===== config.mk =====
export PLATFORM = sky130hd
export DESIGN_NAME = mem_arbiter
export DESIGN_NICKNAME = d
export VERILOG_FILES = /design/src/rtl/mem_arbiter_pkg.sv /design/src/rtl/mem_arbiter.sv
export SDC_FILE = /design/constraint.sdc
export NUM_CORES = 1
export LEC_CHECK = 0
export ABC_AREA = 1
export BUFFER_PORTS_ARGS = -buffer_cell sky130_fd_sc_hd__buf_2
export CORE_MARGIN = 3
export CORE_UTILIZATION = 40
export DETAILED_ROUTE_END_ITERATION = 6
export PLACE_DENSITY = 0.79
export SYNTH_ARGS = -nofsm -noshare
export SYNTH_HDL_FRONTEND = slang
export SYNTH_SLANG_ARGS = --single-unit

===== constraint.sdc =====
create_clock -name i_clk -period 6.93 [get_ports i_clk]
set_clock_uncertainty 0.2 [all_clocks]
set_input_delay 1.7325 -clock i_clk [delete_from_list [all_inputs] [get_ports i_clk]]
set_output_delay 1.7325 -clock i_clk [all_outputs]
set_load 0.01 [all_outputs]

===== src/rtl/mem_arbiter_pkg.sv =====
// Shared types for the memory arbiter: FSM states, grantee ids and access opcode.
package mem_arbiter_pkg;

  typedef enum logic {ST_IDLE, ST_BUSY} state_e;

  typedef enum logic [1:0] {GNT_IF, GNT_LSU_R, GNT_LSU_W} grantee_e;

  typedef enum logic {OP_READ, OP_WRITE} opcode_e;

  function automatic opcode_e grant_op(input grantee_e g);
    return (g == GNT_LSU_W) ? OP_WRITE : OP_READ;
  endfunction

endpackage


===== src/rtl/mem_arbiter.sv =====
// Three-requester (fetch, LSU read, LSU write) arbiter onto a single memory port.
// Handshake: requests are levels held until the matching one-cycle ack; o_mem_req is held with stable fields until i_mem_ack or timeout.
module mem_arbiter
  import mem_arbiter_pkg::*;
#(
  parameter int AW      = 32,
  parameter int DW      = 32,
  parameter int TIMEOUT = 255,
  parameter int STARVE  = 8
) (
  input  logic          i_clk,
  input  logic          i_rst,
  input  logic          i_clk_en,
  input  logic          i_if_read,
  input  logic [AW-1:0] i_if_addr,
  output logic [DW-1:0] o_if_data,
  output logic          o_if_ack,
  input  logic          i_lsu_read,
  input  logic [AW-1:0] i_r_lsu_addr,
  output logic [DW-1:0] o_r_lsu_data,
  output logic          o_lsu_r_ack,
  input  logic          i_lsu_write,
  input  logic [AW-1:0] i_w_lsu_addr,
  input  logic [3:0]    i_w_lsu_byte_en,
  input  logic [DW-1:0] i_w_lsu_data,
  output logic          o_lsu_w_ack,
  output logic          o_mem_req,
  output logic          o_mem_we,
  output logic [AW-1:0] o_mem_addr,
  output logic [3:0]    o_mem_byte_en,
  output logic [DW-1:0] o_mem_wdata,
  input  logic [DW-1:0] i_mem_rdata,
  input  logic          i_mem_ack,
  output logic          o_timeout,
  output state_e        o_dbg_state
);

  localparam int WW = $clog2(TIMEOUT + 1);
  localparam int SW = $clog2(STARVE + 1);

  state_e        r_state;
  grantee_e      r_gnt;
  logic          r_mem_req, r_mem_we;
  logic [AW-1:0] r_mem_addr;
  logic [3:0]    r_mem_be;
  logic [DW-1:0] r_mem_wdata, r_if_data, r_lsu_data;
  logic          r_if_ack, r_lsu_r_ack, r_lsu_w_ack, r_timeout;
  logic [WW-1:0] r_wait;
  logic [SW-1:0] r_starve;

  grantee_e      w_gnt;
  logic          w_is_wr, w_any_req, w_ack_busy, w_expire;

  always_comb begin
    w_gnt = GNT_IF;
    if (i_if_read && (r_starve == SW'(STARVE))) w_gnt = GNT_IF;
    else if (i_lsu_write)                       w_gnt = GNT_LSU_W;
    else if (i_lsu_read)                        w_gnt = GNT_LSU_R;
    w_is_wr   = (grant_op(w_gnt) == OP_WRITE);
    w_any_req = i_if_read | i_lsu_read | i_lsu_write;
    // Requesters still see their ack this cycle, so their level is stale: hold off one cycle.
    w_ack_busy = r_if_ack | r_lsu_r_ack | r_lsu_w_ack;
    w_expire   = (r_wait == WW'(TIMEOUT - 1));
  end

  always_ff @(posedge i_clk or posedge i_rst) begin
    if (i_rst) begin
      r_state     <= ST_IDLE;
      r_gnt       <= GNT_IF;
      r_mem_req   <= 1'b0;
      r_mem_we    <= 1'b0;
      r_mem_addr  <= '0;
      r_mem_be    <= '0;
      r_mem_wdata <= '0;
      r_if_data   <= '0;
      r_lsu_data  <= '0;
      r_if_ack    <= 1'b0;
      r_lsu_r_ack <= 1'b0;
      r_lsu_w_ack <= 1'b0;
      r_timeout   <= 1'b0;
      r_wait      <= '0;
      r_starve    <= '0;
    end else if (i_clk_en) begin
      r_if_ack    <= 1'b0;
      r_lsu_r_ack <= 1'b0;
      r_lsu_w_ack <= 1'b0;
      r_timeout   <= 1'b0;
      if (!i_if_read) r_starve <= '0;
      case (r_state)
        ST_IDLE: begin
          if (w_any_req && !w_ack_busy) begin
            r_gnt       <= w_gnt;
            r_state     <= ST_BUSY;
            r_mem_req   <= 1'b1;
            r_wait      <= '0;
            r_mem_we    <= w_is_wr;
            r_mem_be    <= w_is_wr ? i_w_lsu_byte_en : 4'hF;
            r_mem_wdata <= w_is_wr ? i_w_lsu_data : '0;
            case (w_gnt)
              GNT_LSU_W: r_mem_addr <= i_w_lsu_addr;
              GNT_LSU_R: r_mem_addr <= i_r_lsu_addr;
              default:   r_mem_addr <= i_if_addr;
            endcase
            if (w_gnt == GNT_IF)                           r_starve <= '0;
            else if (i_if_read && r_starve != SW'(STARVE)) r_starve <= r_starve + 1'b1;
          end
        end
        ST_BUSY: begin
          if (i_mem_ack || w_expire) begin
            r_state   <= ST_IDLE;
            r_mem_req <= 1'b0;
            r_timeout <= !i_mem_ack;
            case (r_gnt)
              GNT_IF: begin
                r_if_ack  <= 1'b1;
                r_if_data <= i_mem_ack ? i_mem_rdata : '0;
              end
              GNT_LSU_R: begin
                r_lsu_r_ack <= 1'b1;
                r_lsu_data  <= i_mem_ack ? i_mem_rdata : '0;
              end
              default: r_lsu_w_ack <= 1'b1;
            endcase
          end else begin
            r_wait <= r_wait + 1'b1;
          end
        end
      endcase
    end
  end

  assign o_if_data     = r_if_data;
  assign o_if_ack      = r_if_ack;
  assign o_r_lsu_data  = r_lsu_data;
  assign o_lsu_r_ack   = r_lsu_r_ack;
  assign o_lsu_w_ack   = r_lsu_w_ack;
  assign o_mem_req     = r_mem_req;
  assign o_mem_we      = r_mem_we;
  assign o_mem_addr    = r_mem_addr;
  assign o_mem_byte_en = r_mem_be;
  assign o_mem_wdata   = r_mem_wdata;
  assign o_timeout     = r_timeout;
  assign o_dbg_state   = r_state;

endmodule


[Yosys cells after proc, flatten, opt, wreduce, memory -nomap -nowiden]
Index checks and enable logic that the tools add are counted.
W data, S select, Z words.
Cells by class
  reduce and logical (&&, ||, !) cells: 14
  add/subtract/negate cells: 2
  muxes and demuxes: 33
  eq/ne operators: 9
  bitwise operators: 5
Operator list (count)
  $mux W32: 2
  $pmux W32 S2: 1
  $mux W4: 6
  $mux W1: 17
  $mux W8: 2
  $pmux W8 S2: 1
  $reduce_and A3 Y1: 3
  $add A8 B1 Y8 const B: 1
  $eq A8 B8 Y1 const B: 1
  $reduce_and A4 Y1: 2
  $add A4 B1 Y4 const B: 1
  $eq A2 B1 Y1 const B: 2
  $eq A4 B4 Y1 const B: 1
  $logic_not A2 Y1: 2
  $mux W2: 2
  $ne A2 B2 Y1 const B: 2
  $ne A4 B4 Y1 const B: 1
  $or A1 B1 Y1: 4
  $pmux W1 S2: 2
  $logic_and A1 B1 Y1: 3
  $eq A2 B2 Y1 const B: 1
  $logic_not A1 Y1: 2
  $ne A2 B1 Y1 const B: 1
  $reduce_or A2 Y1: 1
  other kinds (2): 2
Storage, ports and cells
  word-level logic and storage cells: 78
  register bits: 153
  input port bits: 171
  output and inout port bits: 139

[Longest topological paths before layout]
Gate-level depths: netlist of run 1.
  depth after elaboration: 7
  mapped depth: 14
  mapped depth without buffers: 12

[Worst setup path after synthesis of run 1]
Ideal clock, no wire load.
  path kind: input-to-reg
  start point: input port i_if_read
  end point: register r_mem_addr[1] (netlist: o_mem_addr[1])
  buffers on the path: 2
  slack: 3.597 ns
  data required time: 6.595 ns
  stages on the path: 9
  setup time: 0.135 ns
  arrival time: 2.998 ns
  cells stage by stage: nand2_1 -> nand3_1 -> inv_1 -> ha_1 -> clkbuf_1 -> buf_1 -> a21oi_1 -> a21oi_1 -> o21ai_0
Between the ends
  word-level cells in the longest chain between the ends: 4
  elaborated cells on any way between the ends: 9
  classes of those cells: 2 x eq/ne; 2 x mux; 2 x bitwise; 3 x reduce/logical
RTL lines
  from (decl): line mem_arbiter.sv:14  | input logic i_if_read,
  $logic_and A1 B1 Y1 (*): line mem_arbiter.sv:56  | if (i_if_read && (r_starve == SW'(STARVE))) w_gnt = GNT_IF;
  $mux W2 (*): line mem_arbiter.sv:56
  net w_gnt[0]: line mem_arbiter.sv:51  | grantee_e w_gnt;
  $eq A2 B1 Y1 / $eq A2 B2 Y1 (equally long branches): line mem_arbiter.sv:99  | case (w_gnt)
  $pmux W32 S2 (*): line mem_arbiter.sv:99
  to (signal assigned): line mem_arbiter.sv:100  | GNT_LSU_W: r_mem_addr <= i_w_lsu_addr;
  to (signal assigned): line mem_arbiter.sv:101  | GNT_LSU_R: r_mem_addr <= i_r_lsu_addr;
  to (signal assigned): line mem_arbiter.sv:102  | default: r_mem_addr <= i_if_addr;
  to (decl): line mem_arbiter.sv:44  | logic [AW-1:0] r_mem_addr;
Mark *: on every way through the listed nets, which the timed path passes. The rest lies on a longest branch.
A chain may end at the register's enable or synchronous reset.

[Worst setup path after layout of run 1]
  start point: input port i_if_read
  end point: register r_mem_addr[3] (netlist: o_mem_addr[3])
Same word-level chain as after synthesis.

==> impl_metrics.xml, run 1 <==
<?xml version="1.0" encoding="UTF-8"?>
<metrics>
  <group name="run_status">
    <metric name="status" unit="">finished, final reports clean</metric>
  </group>
  <group name="job">
    <metric name="max_cap_viol_count" unit="">0</metric>
  </group>
  <group name="layout">
    <metric name="area.growth.synth_to_final" unit="%">29.5</metric>
    <metric name="diodes" unit="">0</metric>
    <metric name="finalNetCount" unit="">1273</metric>
    <metric name="fin_util" unit="">0.531</metric>
    <metric name="layout-drive-gt1-share" unit="">0.371</metric>
    <metric name="post_layout_nonfiller_instances" unit="">1332</metric>
    <metric name="fill_cells" unit="">1673</metric>
  </group>
  <group name="sta">
    <metric name="period_minus_slack" unit="ns">3.58</metric>
    <metric name="relSlewSlack" unit="">0.299</metric>
    <metric name="rsz0062_at_grt" unit="">false</metric>
    <metric name="max_freq" unit="MHz">280</metric>
    <metric name="timing.final.crit_share" unit="">0.516</metric>
    <metric name="report.final.setup_viol" unit="">0</metric>
    <metric name="accumulated_negative_setup_slack" unit="ns">0</metric>
    <metric name="hold_viol" unit="">0</metric>
    <metric name="worstMarginPinSlew" unit="ns">1.05</metric>
    <metric name="timing.final.max_slew_violations" unit="">0</metric>
  </group>
  <group name="logic_synthesis">
    <metric name="synth.top_cells.by_area" unit="">sky130_fd_sc_hd__dfrtp_1 54%, sky130_fd_sc_hd__nand2_1 16%, sky130_fd_sc_hd__o21ai_2 5.4%</metric>
    <metric name="netlist_area" unit="um2">7120</metric>
    <metric name="synth_async_sr_flop_share" unit="">1.00</metric>
    <metric name="yosys_most_used_dff" unit="">sky130_fd_sc_hd__dfrtp_1</metric>
    <metric name="synth_cell_type_count" unit="">28</metric>
    <metric name="postSynthCellCount" unit="">816</metric>
    <metric name="synth.yosys.warnings" unit="">0</metric>
    <metric name="syn_nets" unit="">994</metric>
    <metric name="syn_area_per_cell" unit="um2">8.72</metric>
    <metric name="netlist.top_cell.by_area" unit="">sky130_fd_sc_hd__dfrtp_1</metric>
    <metric name="synth_enable_flop_cells" unit="">0</metric>
    <metric name="synth.ff_latch_count" unit="">153</metric>
    <metric name="synth_top_area_frac" unit="">0.538</metric>
    <metric name="sequential_element_share_of_the_synthesized_area" unit="">0.538</metric>
  </group>
  <group name="worst_setup_path">
    <metric name="cp.required" unit="ns">7.00</metric>
    <metric name="path_class" unit="">in -&gt; reg</metric>
    <metric name="rr_startpoint" unit="">r_starve[0]$_DFFE_PP0P_</metric>
    <metric name="worst_setup_path_end_kind" unit="">register</metric>
    <metric name="cp_common_cell" unit="">sky130_fd_sc_hd__a21oi_1</metric>
    <metric name="crit_path_cells" unit="">buf_2 -&gt; nand2_1 -&gt; nand3_1 -&gt; inv_1 -&gt; ha_2 -&gt; a21oi_1 -&gt; a21oi_1 -&gt; o21ai_0</metric>
    <metric name="timing.rr.end" unit="">o_mem_addr[3]$_DFFE_PP0P_</metric>
    <metric name="critical_path.startpoint_type" unit="">input pin</metric>
    <metric name="worstPathArrival" unit="ns">3.64</metric>
    <metric name="critical-path-max-stage-delay" unit="ns">1.02</metric>
    <metric name="ff2ff_path_depth" unit="">11</metric>
    <metric name="slowest_stage" unit="">sky130_fd_sc_hd__ha_2</metric>
    <metric name="critical_path.max_fanout" unit="">64</metric>
    <metric name="timing.reg2reg.setup_slack" unit="ns">3.93</metric>
  </group>
  <group name="clock_tree">
    <metric name="path_clk_slew" unit="ns">0.06</metric>
    <metric name="clockBufferDepth" unit="">2</metric>
    <metric name="postCtsHoldBufs" unit="">0</metric>
    <metric name="cts_post_setup_buffers_inserted" unit="">0</metric>
    <metric name="cts-resized-gates" unit="">0</metric>
    <metric name="clock_sink_count" unit="">153</metric>
    <metric name="clock_tree_root_driver_cell" unit="">sky130_fd_sc_hd__clkbuf_16</metric>
    <metric name="cts_buffers" unit="">17</metric>
    <metric name="clock_tree.htree_level_count" unit="">4</metric>
    <metric name="worstSkewPairLatency" unit="ns">0.41</metric>
    <metric name="tritoncts" unit="">yes</metric>
  </group>
  <group name="global_route">
    <metric name="antenna_found_initial" unit="">0</metric>
    <metric name="grt_start_max_net_pins" unit="">99</metric>
    <metric name="via_count_of_the_first_global_routing_pass" unit="">5976</metric>
    <metric name="grt_util_all_layers" unit="">0.197</metric>
    <metric name="grt.overflow.total" unit="">0</metric>
    <metric name="grt_first_pass_wirelength" unit="mm">31.1</metric>
  </group>
  <group name="drt">
    <metric name="drt_pass1_iterations" unit="">4</metric>
    <metric name="drt-initial-drc-count" unit="">270</metric>
    <metric name="wl_per_cell" unit="um">14.4</metric>
    <metric name="detail_route.drc_violations" unit="">0</metric>
    <metric name="postRouteWirelength" unit="mm">19.2</metric>
    <metric name="route.detailed.vias_per_inst" unit="">4.80</metric>
    <metric name="detailroute.via_count" unit="">6393</metric>
    <metric name="antenna_left" unit="">0</metric>
  </group>
  <group name="die">
    <metric name="core-area" unit="um2">17400</metric>
    <metric name="die_area" unit="um2">19400</metric>
    <metric name="num_io_pins" unit="">310</metric>
    <metric name="fp.dieW" unit="um">139</metric>
    <metric name="initial_utilization" unit="">0.410</metric>
    <metric name="floorplan.die.height" unit="um">139</metric>
    <metric name="std_cell_rows" unit="">48</metric>
  </group>
  <group name="power">
    <metric name="power_density" unit="nW/um2">394</metric>
    <metric name="vdd.ir_drop.worst" unit="mV">0.191</metric>
    <metric name="finalPower" unit="uW">3630</metric>
    <metric name="leakage" unit="uW">0.00487</metric>
  </group>
  <group name="worst_hold_path">
    <metric name="min_delay_path_depth" unit="">2</metric>
    <metric name="hp-start" unit="">o_mem_req$_DFFE_PP0P_</metric>
    <metric name="holdCritPathClass" unit="">reg -&gt; reg</metric>
    <metric name="holdPathEnd" unit="">o_mem_req$_DFFE_PP0P_</metric>
  </group>
  <group name="placement">
    <metric name="dpl.cell_count" unit="">1301</metric>
    <metric name="finalWeightedCongestion" unit="">0.864</metric>
    <metric name="dp.final_hpwl" unit="mm">13.8</metric>
    <metric name="port_buffers" unit="">309</metric>
  </group>
</metrics>
## cells in the final DEF (no fill, tap or decap), drive strengths merged
cell type / n
a21oi: 66
buf: 313
bufinv: 2
clkbuf: 17
clkinvlp: 5
dfrtp: 153
ha: 7
inv: 36
nand2: 310
nand3: 23
nand3b: 1
nand4: 3
nor2: 21
nor3: 2
o211ai: 1
o21ai: 142
o21bai: 1
o31ai: 1
xor2: 3
## critical path: cells and delay by family
kind | cells | cell delay, ns
AO/OA/AOI/OAI | 3 | 0.38
buffers and inverters | 2 | 0.22
AND/OR/NAND/NOR | 2 | 0.27
adder cells (fa/ha/maj) | 1 | 1.02
## cell families (layout without fill, tap and decap cells)
family	after synthesis	in the layout	share of synthesized area
fa+ha+maj	7	7	0.0123
compound gates	211	211	0.173
simple gates	360	360	0.207
flops	153	153	0.538
buf+inv	82	373	0.0661
xor+xnor	3	3	0.00369
## cells in the mapped netlist, types with 4 or more instances
library cell and count:
sky130_fd_sc_hd__clkbuf_1 21, sky130_fd_sc_hd__ha_1 7, sky130_fd_sc_hd__buf_2 7, sky130_fd_sc_hd__o21ai_2 44, sky130_fd_sc_hd__dfrtp_1 153, sky130_fd_sc_hd__o21ai_0 28
sky130_fd_sc_hd__nand2_1 298, sky130_fd_sc_hd__nor2_1 17, sky130_fd_sc_hd__nand3_1 21, sky130_fd_sc_hd__buf_6 20, sky130_fd_sc_hd__nand2_2 10, sky130_fd_sc_hd__o21ai_1 70
sky130_fd_sc_hd__inv_1 28, sky130_fd_sc_hd__buf_1 4, sky130_fd_sc_hd__a21oi_1 66
## cell type report
class                   count  area, um2  area share
flip-flops and latches    153       3830       0.415
multi-input cells         581       2830       0.307
repair buffers            313       1580       0.171
clock buffers              17        425      0.0461
well taps                 225        282      0.0305
clock inverters            14        164      0.0178
inverters                  29        114      0.0124
## layer usage
layer | up-vias | wire [um] | track usage
met1 | 2904 | 7960 | 0.256
li1 | 3213 | - | -
met4 | 0 | 245 | 0.0587
met5 | - | 0 | 0
met2 | 257 | 9540 | 0.332
met3 | 19 | 1490 | 0.0457
## how the worst max path moves through the flow
| stage | cells after the start | to | startpoint | slack [ns] |
|---|---|---|---|---|
| 2_1_floorplan | 1 | o_dbg_state$_DFFE_PP0P_ | i_rst | 0.88 |
| 3_3_place_gp | 5 | o_if_data[27]$_DFFE_PP0P_ | i_mem_ack | 2.96 |
| 3_5_place_dp | 5 | o_if_data[27]$_DFFE_PP0P_ | i_mem_ack | 2.90 |
| 4_1_cts | 5 | o_if_data[27]$_DFFE_PP0P_ | i_mem_ack | 3.33 |
| 5_1_grt | 8 | o_mem_addr[7]$_DFFE_PP0P_ | i_if_read | 3.09 |
| 6_report | 8 | o_mem_addr[3]$_DFFE_PP0P_ | i_if_read | 3.35 |
## per-stage QoR
step | cell area [um2] | setup slack (ns) | hold WS (ns)
3_5_place_dp | 8630 | 2.90 | 0.257
4_1_cts | 9220 | 3.33 | 0.272
6_report | 9220 | 3.35 | 0.265
2_1_floorplan | 7120 | 0.876 | 0.288
3_3_place_gp | 8630 | 2.96 | 0.258
5_1_grt | 9220 | 3.09 | 0.292
## power breakdown
part | leakage (uW) | switching (uW) | internal (uW)
registers | 0.00201 | 195 | 1240
logic | 0.00259 | 775 | 493
clock network | 0.000273 | 390 | 539
total | 0.00487 | 1360 | 2270
## sequential cells by signal, indices dropped and copies added (netlist names)
register / count
o_timeout: 1
o_if_ack: 1
r_gnt: 2
o_mem_req: 1
o_lsu_r_ack: 1
r_wait: 8
o_mem_we: 1
o_if_data: 32
o_mem_wdata: 32
o_dbg_state: 1
o_mem_byte_en: 4
o_lsu_w_ack: 1
r_starve: 4
o_r_lsu_data: 32
o_mem_addr: 32
Power figures use the tool's default switching activity.
==> run 2, diff against run 1 <==
==> constraint.sdc (replaced) <==
create_clock -name i_clk -period 3.4 [get_ports i_clk]
set_clock_uncertainty 0.2 [all_clocks]
set_input_delay 0.85 -clock i_clk [delete_from_list [all_inputs] [get_ports i_clk]]
set_output_delay 0.85 -clock i_clk [all_outputs]
set_load 0.01 [all_outputs]
==> impl_metrics.xml, run 2 (synthesis gave the netlist of run 1 again) <==
<?xml version="1.0" encoding="UTF-8"?>
<metrics>
  <group name="worst_setup_path">
    <metric name="critical_path.startpoint_type" unit="">register</metric>
    <metric name="crit_path_cells" unit="">inv_1 -&gt; ha_1 -&gt; nand3_1 -&gt; inv_1 -&gt; nand2_1 -&gt; nand3_1 -&gt; inv_1 -&gt; ha_2 -&gt; nand2_1 -&gt; a21oi_1 -&gt; a21oi_1 -&gt; o21ai_0</metric>
    <metric name="critical_path.max_fanout" unit="">32</metric>
    <metric name="slowest_stage" unit="">sky130_fd_sc_hd__ha_2</metric>
    <metric name="critical-path-top-delay-family" unit="">adder cells</metric>
    <metric name="critical-path-max-stage-delay" unit="ns">0.57</metric>
    <metric name="critPathBufInv" unit="">3</metric>
    <metric name="worst_setup_path_end_kind" unit="">register</metric>
    <metric name="timing.reg2reg.setup_slack" unit="ns">0.75</metric>
    <metric name="cp.required" unit="ns">3.51</metric>
    <metric name="path_class" unit="">reg -&gt; reg</metric>
    <metric name="worstPathArrival" unit="ns">2.75</metric>
    <metric name="cp_common_cell" unit="">sky130_fd_sc_hd__inv_1</metric>
  </group>
  <group name="die">
    <metric name="core-area" unit="um2">17400</metric>
    <metric name="die_area" unit="um2">19400</metric>
    <metric name="initial_utilization" unit="">0.410</metric>
    <metric name="std_cell_rows" unit="">48</metric>
    <metric name="num_io_pins" unit="">310</metric>
    <metric name="floorplan.die.height" unit="um">139</metric>
    <metric name="fp.dieW" unit="um">139</metric>
  </group>
  <group name="drt">
    <metric name="drt-initial-drc-count" unit="">376</metric>
    <metric name="detailroute.via_count" unit="">6583</metric>
    <metric name="wl_per_cell" unit="um">14.7</metric>
    <metric name="detail_route.drc_violations" unit="">0</metric>
    <metric name="postRouteWirelength" unit="mm">19.7</metric>
    <metric name="drt_pass1_iterations" unit="">5</metric>
    <metric name="route.detailed.vias_per_inst" unit="">4.91</metric>
    <metric name="antenna_left" unit="">0</metric>
  </group>
  <group name="sta">
    <metric name="accumulated_negative_setup_slack" unit="ns">0</metric>
    <metric name="finalHoldWorstSlack" unit="ns">0.268</metric>
    <metric name="relSlewSlack" unit="">0.527</metric>
    <metric name="max_freq" unit="MHz">378</metric>
    <metric name="report.final.setup_viol" unit="">0</metric>
    <metric name="rsz0062_at_grt" unit="">false</metric>
    <metric name="timing.final.crit_share" unit="">0.779</metric>
    <metric name="period_minus_slack" unit="ns">2.65</metric>
    <metric name="timing.final.max_slew_violations" unit="">0</metric>
    <metric name="worstMarginPinSlew" unit="ns">0.708</metric>
    <metric name="hold_viol" unit="">0</metric>
  </group>
  <group name="job">
    <metric name="max_cap_viol_count" unit="">0</metric>
  </group>
  <group name="global_route">
    <metric name="grt_start_max_net_pins" unit="">84</metric>
    <metric name="grt.overflow.total" unit="">0</metric>
    <metric name="globalRoute.busiestLayer" unit="">met2</metric>
    <metric name="grt_util_all_layers" unit="">0.200</metric>
    <metric name="met1_usage" unit="">0.255</metric>
    <metric name="grt_first_pass_wirelength" unit="mm">31.7</metric>
    <metric name="antenna_found_initial" unit="">1</metric>
    <metric name="via_count_of_the_first_global_routing_pass" unit="">6183</metric>
    <metric name="groute.layer.met3.usage" unit="">0.0474</metric>
    <metric name="grt_use_met2" unit="">0.333</metric>
  </group>
  <group name="placement">
    <metric name="placedInstanceArea" unit="um2">8770</metric>
    <metric name="port_buffers" unit="">309</metric>
    <metric name="dp.final_hpwl" unit="mm">14.7</metric>
    <metric name="finalWeightedCongestion" unit="">0.856</metric>
  </group>
  <group name="power">
    <metric name="sw_frac_of_total" unit="">0.373</metric>
    <metric name="leakage" unit="uW">0.00494</metric>
    <metric name="share_comb_of_total_power" unit="">0.354</metric>
    <metric name="pwr-share-clk" unit="">0.254</metric>
    <metric name="power.share.sequential" unit="">0.392</metric>
    <metric name="vdd.ir_drop.worst" unit="mV">0.407</metric>
    <metric name="internal_power" unit="uW">4660</metric>
    <metric name="power_density" unit="nW/um2">796</metric>
    <metric name="finalPower" unit="uW">7440</metric>
    <metric name="power.net_switching" unit="uW">2780</metric>
  </group>
  <group name="layout">
    <metric name="most-common-layout-cells" unit="">309 x sky130_fd_sc_hd__buf_2, 298 x sky130_fd_sc_hd__nand2_1, 153 x sky130_fd_sc_hd__dfrtp_1, 70 x sky130_fd_sc_hd__o21ai_1, 66 x sky130_fd_sc_hd__a21oi_1</metric>
    <metric name="post_layout_instance_area" unit="um2">9360</metric>
    <metric name="finalNetCount" unit="">1283</metric>
    <metric name="layout-drive-gt1-share" unit="">0.377</metric>
    <metric name="fill_cells" unit="">1599</metric>
    <metric name="fin_util" unit="">0.539</metric>
    <metric name="layout.cells.most_common" unit="">sky130_fd_sc_hd__buf_2</metric>
    <metric name="area.growth.synth_to_final" unit="%">31.4</metric>
    <metric name="diodes" unit="">0</metric>
  </group>
  <group name="clock_tree">
    <metric name="cts_post_setup_buffers_inserted" unit="">0</metric>
    <metric name="cts_buffers" unit="">17</metric>
    <metric name="clock_tree.htree_level_count" unit="">4</metric>
    <metric name="cts-resized-gates" unit="">0</metric>
    <metric name="postCtsHoldBufs" unit="">0</metric>
    <metric name="clock_sink_count" unit="">153</metric>
    <metric name="clockBufferDepth" unit="">2</metric>
    <metric name="clock_tree_root_driver_cell" unit="">sky130_fd_sc_hd__clkbuf_16</metric>
    <metric name="path_clk_slew" unit="ns">0.06</metric>
    <metric name="worstSkewPairLatency" unit="ns">0.41</metric>
    <metric name="tritoncts" unit="">yes</metric>
  </group>
  <group name="run_status">
    <metric name="status" unit="">finished, final reports clean</metric>
  </group>
  <group name="worst_hold_path">
    <metric name="holdCritPathClass" unit="">reg -&gt; reg</metric>
  </group>
</metrics>
-- run 2: layout make-up --
cell class,instances,area (um2),share of cell area
multi-input cells,581,2830,0.302
flip-flops and latches,153,3830,0.409
clock inverters,14,164,0.0175
well taps,225,282,0.0301
clock buffers,17,425,0.0455
repair buffers,323,1710,0.183
inverters,29,113,0.0120
-- run 2: metrics by stage --
step,std cells,setup slack (ns)
final,1342,0.753
after floorplan,816,0.419
after global routing,1342,0.516
after detailed placement,1311,0.685
after CTS,1342,0.748
after global placement,1311,0.748
-- run 2: routing by layer --
metal  wire [um]  up-vias  share of wire
met5          18        -        0.00091
met4         530        2          0.027
met3        1480       43          0.075
met2        9530      287           0.48
met1        8140     3004           0.41
li1            -     3247              -
-- run 2: final timing paths --
path,from,end,depth (start not counted)
worst min-delay path,o_mem_req$_DFFE_PP0P_,o_mem_req$_DFFE_PP0P_,2
worst min register to register,o_mem_req$_DFFE_PP0P_,o_mem_req$_DFFE_PP0P_,2
worst max-delay path,r_starve[0]$_DFFE_PP0P_,o_mem_addr[9]$_DFFE_PP0P_,12
min in group asynchronous,i_rst,o_r_lsu_data[26]$_DFFE_PP0P_,2
max in group asynchronous,i_rst,o_if_data[18]$_DFFE_PP0P_,3
worst max register to register,r_starve[0]$_DFFE_PP0P_,o_mem_addr[9]$_DFFE_PP0P_,12
-- run 2: worst register-to-register path, delay by kind of cell (launching register included) --
kind,cells,cell delay [ns]
adder cells (fa/ha/maj),2,0.76
buffers and inverters,3,0.26
AND/OR/NAND/NOR,4,0.49
AO/OA/AOI/OAI,3,0.42
flip-flops,1,0.42
-- run 2: power groups by stage --
stage                     Combinational [uW]  Sequential [uW]  Clock [uW]
after global routing                    2910             3010        2020
after floorplan                         1250             3240           0
after global placement                  2630             2920           0
after CTS                               2680             2920        1940
after detailed placement                2670             2950           0
final                                   2630             2920        1890
==> run 3, diff against run 2 <==
--- a/config.mk
+++ b/config.mk
@@ -10,7 +10,7 @@
 export CORE_MARGIN = 3
 export CORE_UTILIZATION = 40
 export DETAILED_ROUTE_END_ITERATION = 6
-export PLACE_DENSITY = 0.79
+export PLACE_DENSITY = 0.82
 export SYNTH_ARGS = -nofsm -noshare
 export SYNTH_HDL_FRONTEND = slang
 export SYNTH_SLANG_ARGS = --single-unit
==> constraint.sdc (replaced) <==
create_clock -name i_clk -period 2.1 [get_ports i_clk]
set_clock_uncertainty 0.2 [all_clocks]
set_input_delay 0.525 -clock i_clk [delete_from_list [all_inputs] [get_ports i_clk]]
set_output_delay 0.525 -clock i_clk [all_outputs]
set_load 0.01 [all_outputs]
==> impl_metrics.xml, run 3 (synthesis gave the netlist of run 1 again) <==
<?xml version="1.0" encoding="UTF-8"?>
<metrics>
  <group name="run_status">
    <metric name="status" unit="">complete, but fails checks</metric>
    <metric name="violations" unit="">setup timing</metric>
  </group>
  <group name="drt">
    <metric name="drt_pass1_iterations" unit="">5</metric>
    <metric name="wl_per_cell" unit="um">15.4</metric>
    <metric name="drt-initial-drc-count" unit="">332</metric>
    <metric name="postRouteWirelength" unit="mm">21.1</metric>
    <metric name="detailroute.via_count" unit="">6872</metric>
    <metric name="antenna_left" unit="">0</metric>
    <metric name="detail_route.drc_violations" unit="">0</metric>
    <metric name="route.detailed.vias_per_inst" unit="">5.01</metric>
  </group>
  <group name="layout">
    <metric name="ff_latch_area" unit="um2">3830</metric>
    <metric name="post_layout_nonfiller_instances" unit="">1372</metric>
    <metric name="most-common-layout-cells" unit="">309 x sky130_fd_sc_hd__buf_2, 290 x sky130_fd_sc_hd__nand2_1, 153 x sky130_fd_sc_hd__dfrtp_1, 71 x sky130_fd_sc_hd__o21ai_1, 48 x sky130_fd_sc_hd__a21oi_1</metric>
    <metric name="diodes" unit="">0</metric>
    <metric name="multi_input_area" unit="um2">3040</metric>
    <metric name="fill_cells" unit="">1482</metric>
    <metric name="layout.cells.most_common" unit="">sky130_fd_sc_hd__buf_2</metric>
    <metric name="area.growth.synth_to_final" unit="%">41.3</metric>
    <metric name="layout-drive-gt1-share" unit="">0.426</metric>
    <metric name="finalNetCount" unit="">1313</metric>
  </group>
  <group name="clock_tree">
    <metric name="clock_tree.htree_level_count" unit="">4</metric>
    <metric name="cts_buffers" unit="">17</metric>
    <metric name="clockBufferDepth" unit="">2</metric>
    <metric name="worstSkewPairLatency" unit="ns">0.42</metric>
    <metric name="tritoncts" unit="">yes</metric>
    <metric name="postCtsHoldBufs" unit="">0</metric>
    <metric name="clock_sink_count" unit="">153</metric>
    <metric name="clock_tree_root_driver_cell" unit="">sky130_fd_sc_hd__clkbuf_16</metric>
    <metric name="path_clk_slew" unit="ns">0.07</metric>
  </group>
  <group name="sta">
    <metric name="report.final.setup_viol" unit="">1</metric>
    <metric name="worstMarginPinSlew" unit="ns">0.450</metric>
    <metric name="hold_viol" unit="">0</metric>
    <metric name="timing.final.max_slew_violations" unit="">0</metric>
    <metric name="timing.final.crit_share" unit="">1.01</metric>
    <metric name="finalWorstSetupSlack" unit="ns">-0.0120</metric>
    <metric name="finalHoldWorstSlack" unit="ns">0.0208</metric>
    <metric name="relSlewSlack" unit="">0.700</metric>
    <metric name="max_freq" unit="MHz">473</metric>
    <metric name="period_minus_slack" unit="ns">2.11</metric>
    <metric name="rsz0062_at_grt" unit="">true</metric>
  </group>
  <group name="worst_setup_path">
    <metric name="worst_setup_path_end_kind" unit="">register</metric>
    <metric name="ff2ff_path_depth" unit="">12</metric>
    <metric name="critPathCapture" unit="">o_mem_addr[3]$_DFFE_PP0P_</metric>
    <metric name="timing.reg2reg.setup_slack" unit="ns">-0.01</metric>
    <metric name="worstPathArrival" unit="ns">2.21</metric>
    <metric name="rr_startpoint" unit="">r_starve[0]$_DFFE_PP0P_</metric>
    <metric name="cp-startpoint" unit="">r_starve[0]$_DFFE_PP0P_</metric>
    <metric name="critical_path.max_fanout" unit="">7</metric>
    <metric name="cp.required" unit="ns">2.20</metric>
    <metric name="path_class" unit="">reg -&gt; reg</metric>
    <metric name="critical_path.startpoint_type" unit="">register</metric>
    <metric name="timing.rr.end" unit="">o_mem_addr[3]$_DFFE_PP0P_</metric>
  </group>
  <group name="placement">
    <metric name="dpl.cell_count" unit="">1326</metric>
    <metric name="port_buffers" unit="">309</metric>
    <metric name="dp.final_hpwl" unit="mm">14.5</metric>
    <metric name="finalWeightedCongestion" unit="">0.864</metric>
  </group>
  <group name="power">
    <metric name="vdd.ir_drop.worst" unit="mV">0.733</metric>
    <metric name="finalPower" unit="uW">12900</metric>
    <metric name="leakage" unit="uW">0.00526</metric>
    <metric name="power_density" unit="nW/um2">1280</metric>
  </group>
  <group name="global_route">
    <metric name="grt_util_all_layers" unit="">0.203</metric>
    <metric name="grt_first_pass_wirelength" unit="mm">32.3</metric>
    <metric name="antenna_found_initial" unit="">0</metric>
    <metric name="grt.overflow.total" unit="">0</metric>
    <metric name="grt_start_max_net_pins" unit="">67</metric>
    <metric name="via_count_of_the_first_global_routing_pass" unit="">6503</metric>
  </group>
  <group name="die">
    <metric name="initial_utilization" unit="">0.410</metric>
    <metric name="fp.dieW" unit="um">139</metric>
    <metric name="std_cell_rows" unit="">48</metric>
    <metric name="die_area" unit="um2">19400</metric>
    <metric name="num_io_pins" unit="">310</metric>
    <metric name="core-area" unit="um2">17400</metric>
    <metric name="floorplan.die.height" unit="um">139</metric>
  </group>
  <group name="job">
    <metric name="max_cap_viol_count" unit="">0</metric>
  </group>
  <group name="worst_hold_path">
    <metric name="holdCritPathClass" unit="">in -&gt; async</metric>
  </group>
</metrics>
==> run 3: final cells by class <==
type / instances / share of cell area
Sequential cell: 153 / 0.381
Clock buffer: 19 / 0.0450
Tap cell: 225 / 0.0280
Timing Repair Buffer: 353 / 0.214
Clock inverter: 12 / 0.0188
Multi-Input combinational cell: 581 / 0.302
Inverter: 29 / 0.0117
==> run 3: worst min-delay path by stage <==
| stage | start | endpoint | slack, ns |
|---|---|---|---|
| finish | i_rst | o_mem_wdata[8]$_DFFE_PP0P_ | 0.02 |
| global route | i_rst | o_mem_wdata[9]$_DFFE_PP0P_ | 0.04 |
| CTS | i_rst | o_mem_wdata[0]$_DFFE_PP0P_ | 0.03 |
| detailed placement | o_mem_req$_DFFE_PP0P_ | o_mem_req$_DFFE_PP0P_ | 0.26 |
| global placement | o_r_lsu_data[31]$_DFFE_PP0P_ | o_r_lsu_data[31]$_DFFE_PP0P_ | 0.26 |
| floorplan | r_wait[7]$_DFFE_PP0P_ | r_wait[7]$_DFFE_PP0P_ | 0.30 |
==> run 3: report_power, final <==
| part | switching (uW) | total [uW] | internal (uW) | leakage (uW) |
|---|---|---|---|---|
| Sequential | 669 | 4760 | 4090 | 0.00201 |
| Clock | 1260 | 3330 | 2070 | 0.000316 |
| Combinational | 2760 | 4770 | 2000 | 0.00293 |
==> run 3: timing repair <==
item                                   in CTS  in global routing
gates resized for setup                     6                 58
endpoints found under the hold margin       0                  0
cloned                                      1                  8
pin swaps                                   0                 21
setup endpoints to repair                  31                 65
buffers inserted                            0                  6
==> run 3: routing by layer <==
metal / track usage / vias to the layer above / wire length, um
met5: 0 / - / 0
met4: 0.0700 / 0 / 657
met3: 0.0467 / 46 / 1590
met2: 0.338 / 326 / 10400
met1: 0.262 / 3199 / 8430
li1: - / 3301 / -
==> run 3: worst max-delay path, cell delays in order (launching register included) <==
cell                        delay [ns]
sky130_fd_sc_hd__dfrtp_1          0.39
sky130_fd_sc_hd__inv_2            0.08
sky130_fd_sc_hd__ha_4             0.14
sky130_fd_sc_hd__nand3_4          0.08
sky130_fd_sc_hd__inv_4            0.07
sky130_fd_sc_hd__nand2_4          0.06
sky130_fd_sc_hd__nand3_4          0.08
sky130_fd_sc_hd__inv_4            0.04
sky130_fd_sc_hd__ha_4             0.39
sky130_fd_sc_hd__clkbuf_16        0.20
sky130_fd_sc_hd__a21oi_1          0.04
sky130_fd_sc_hd__a21oi_1          0.12
sky130_fd_sc_hd__o21ai_0          0.09
==> run 3: per-stage QoR <==
step                      setup TNS, ns  setup slack (ns)  instance area, um2   util
after floorplan                  -85.06            -0.556                7160      -
after global placement                0            0.0369                8960  0.516
after detailed placement         -0.316           -0.0582                8960  0.516
after CTS                             0          0.000223                9640  0.556
after global routing              -3.09            -0.105               10100  0.579
final                           -0.0120           -0.0120               10100  0.579
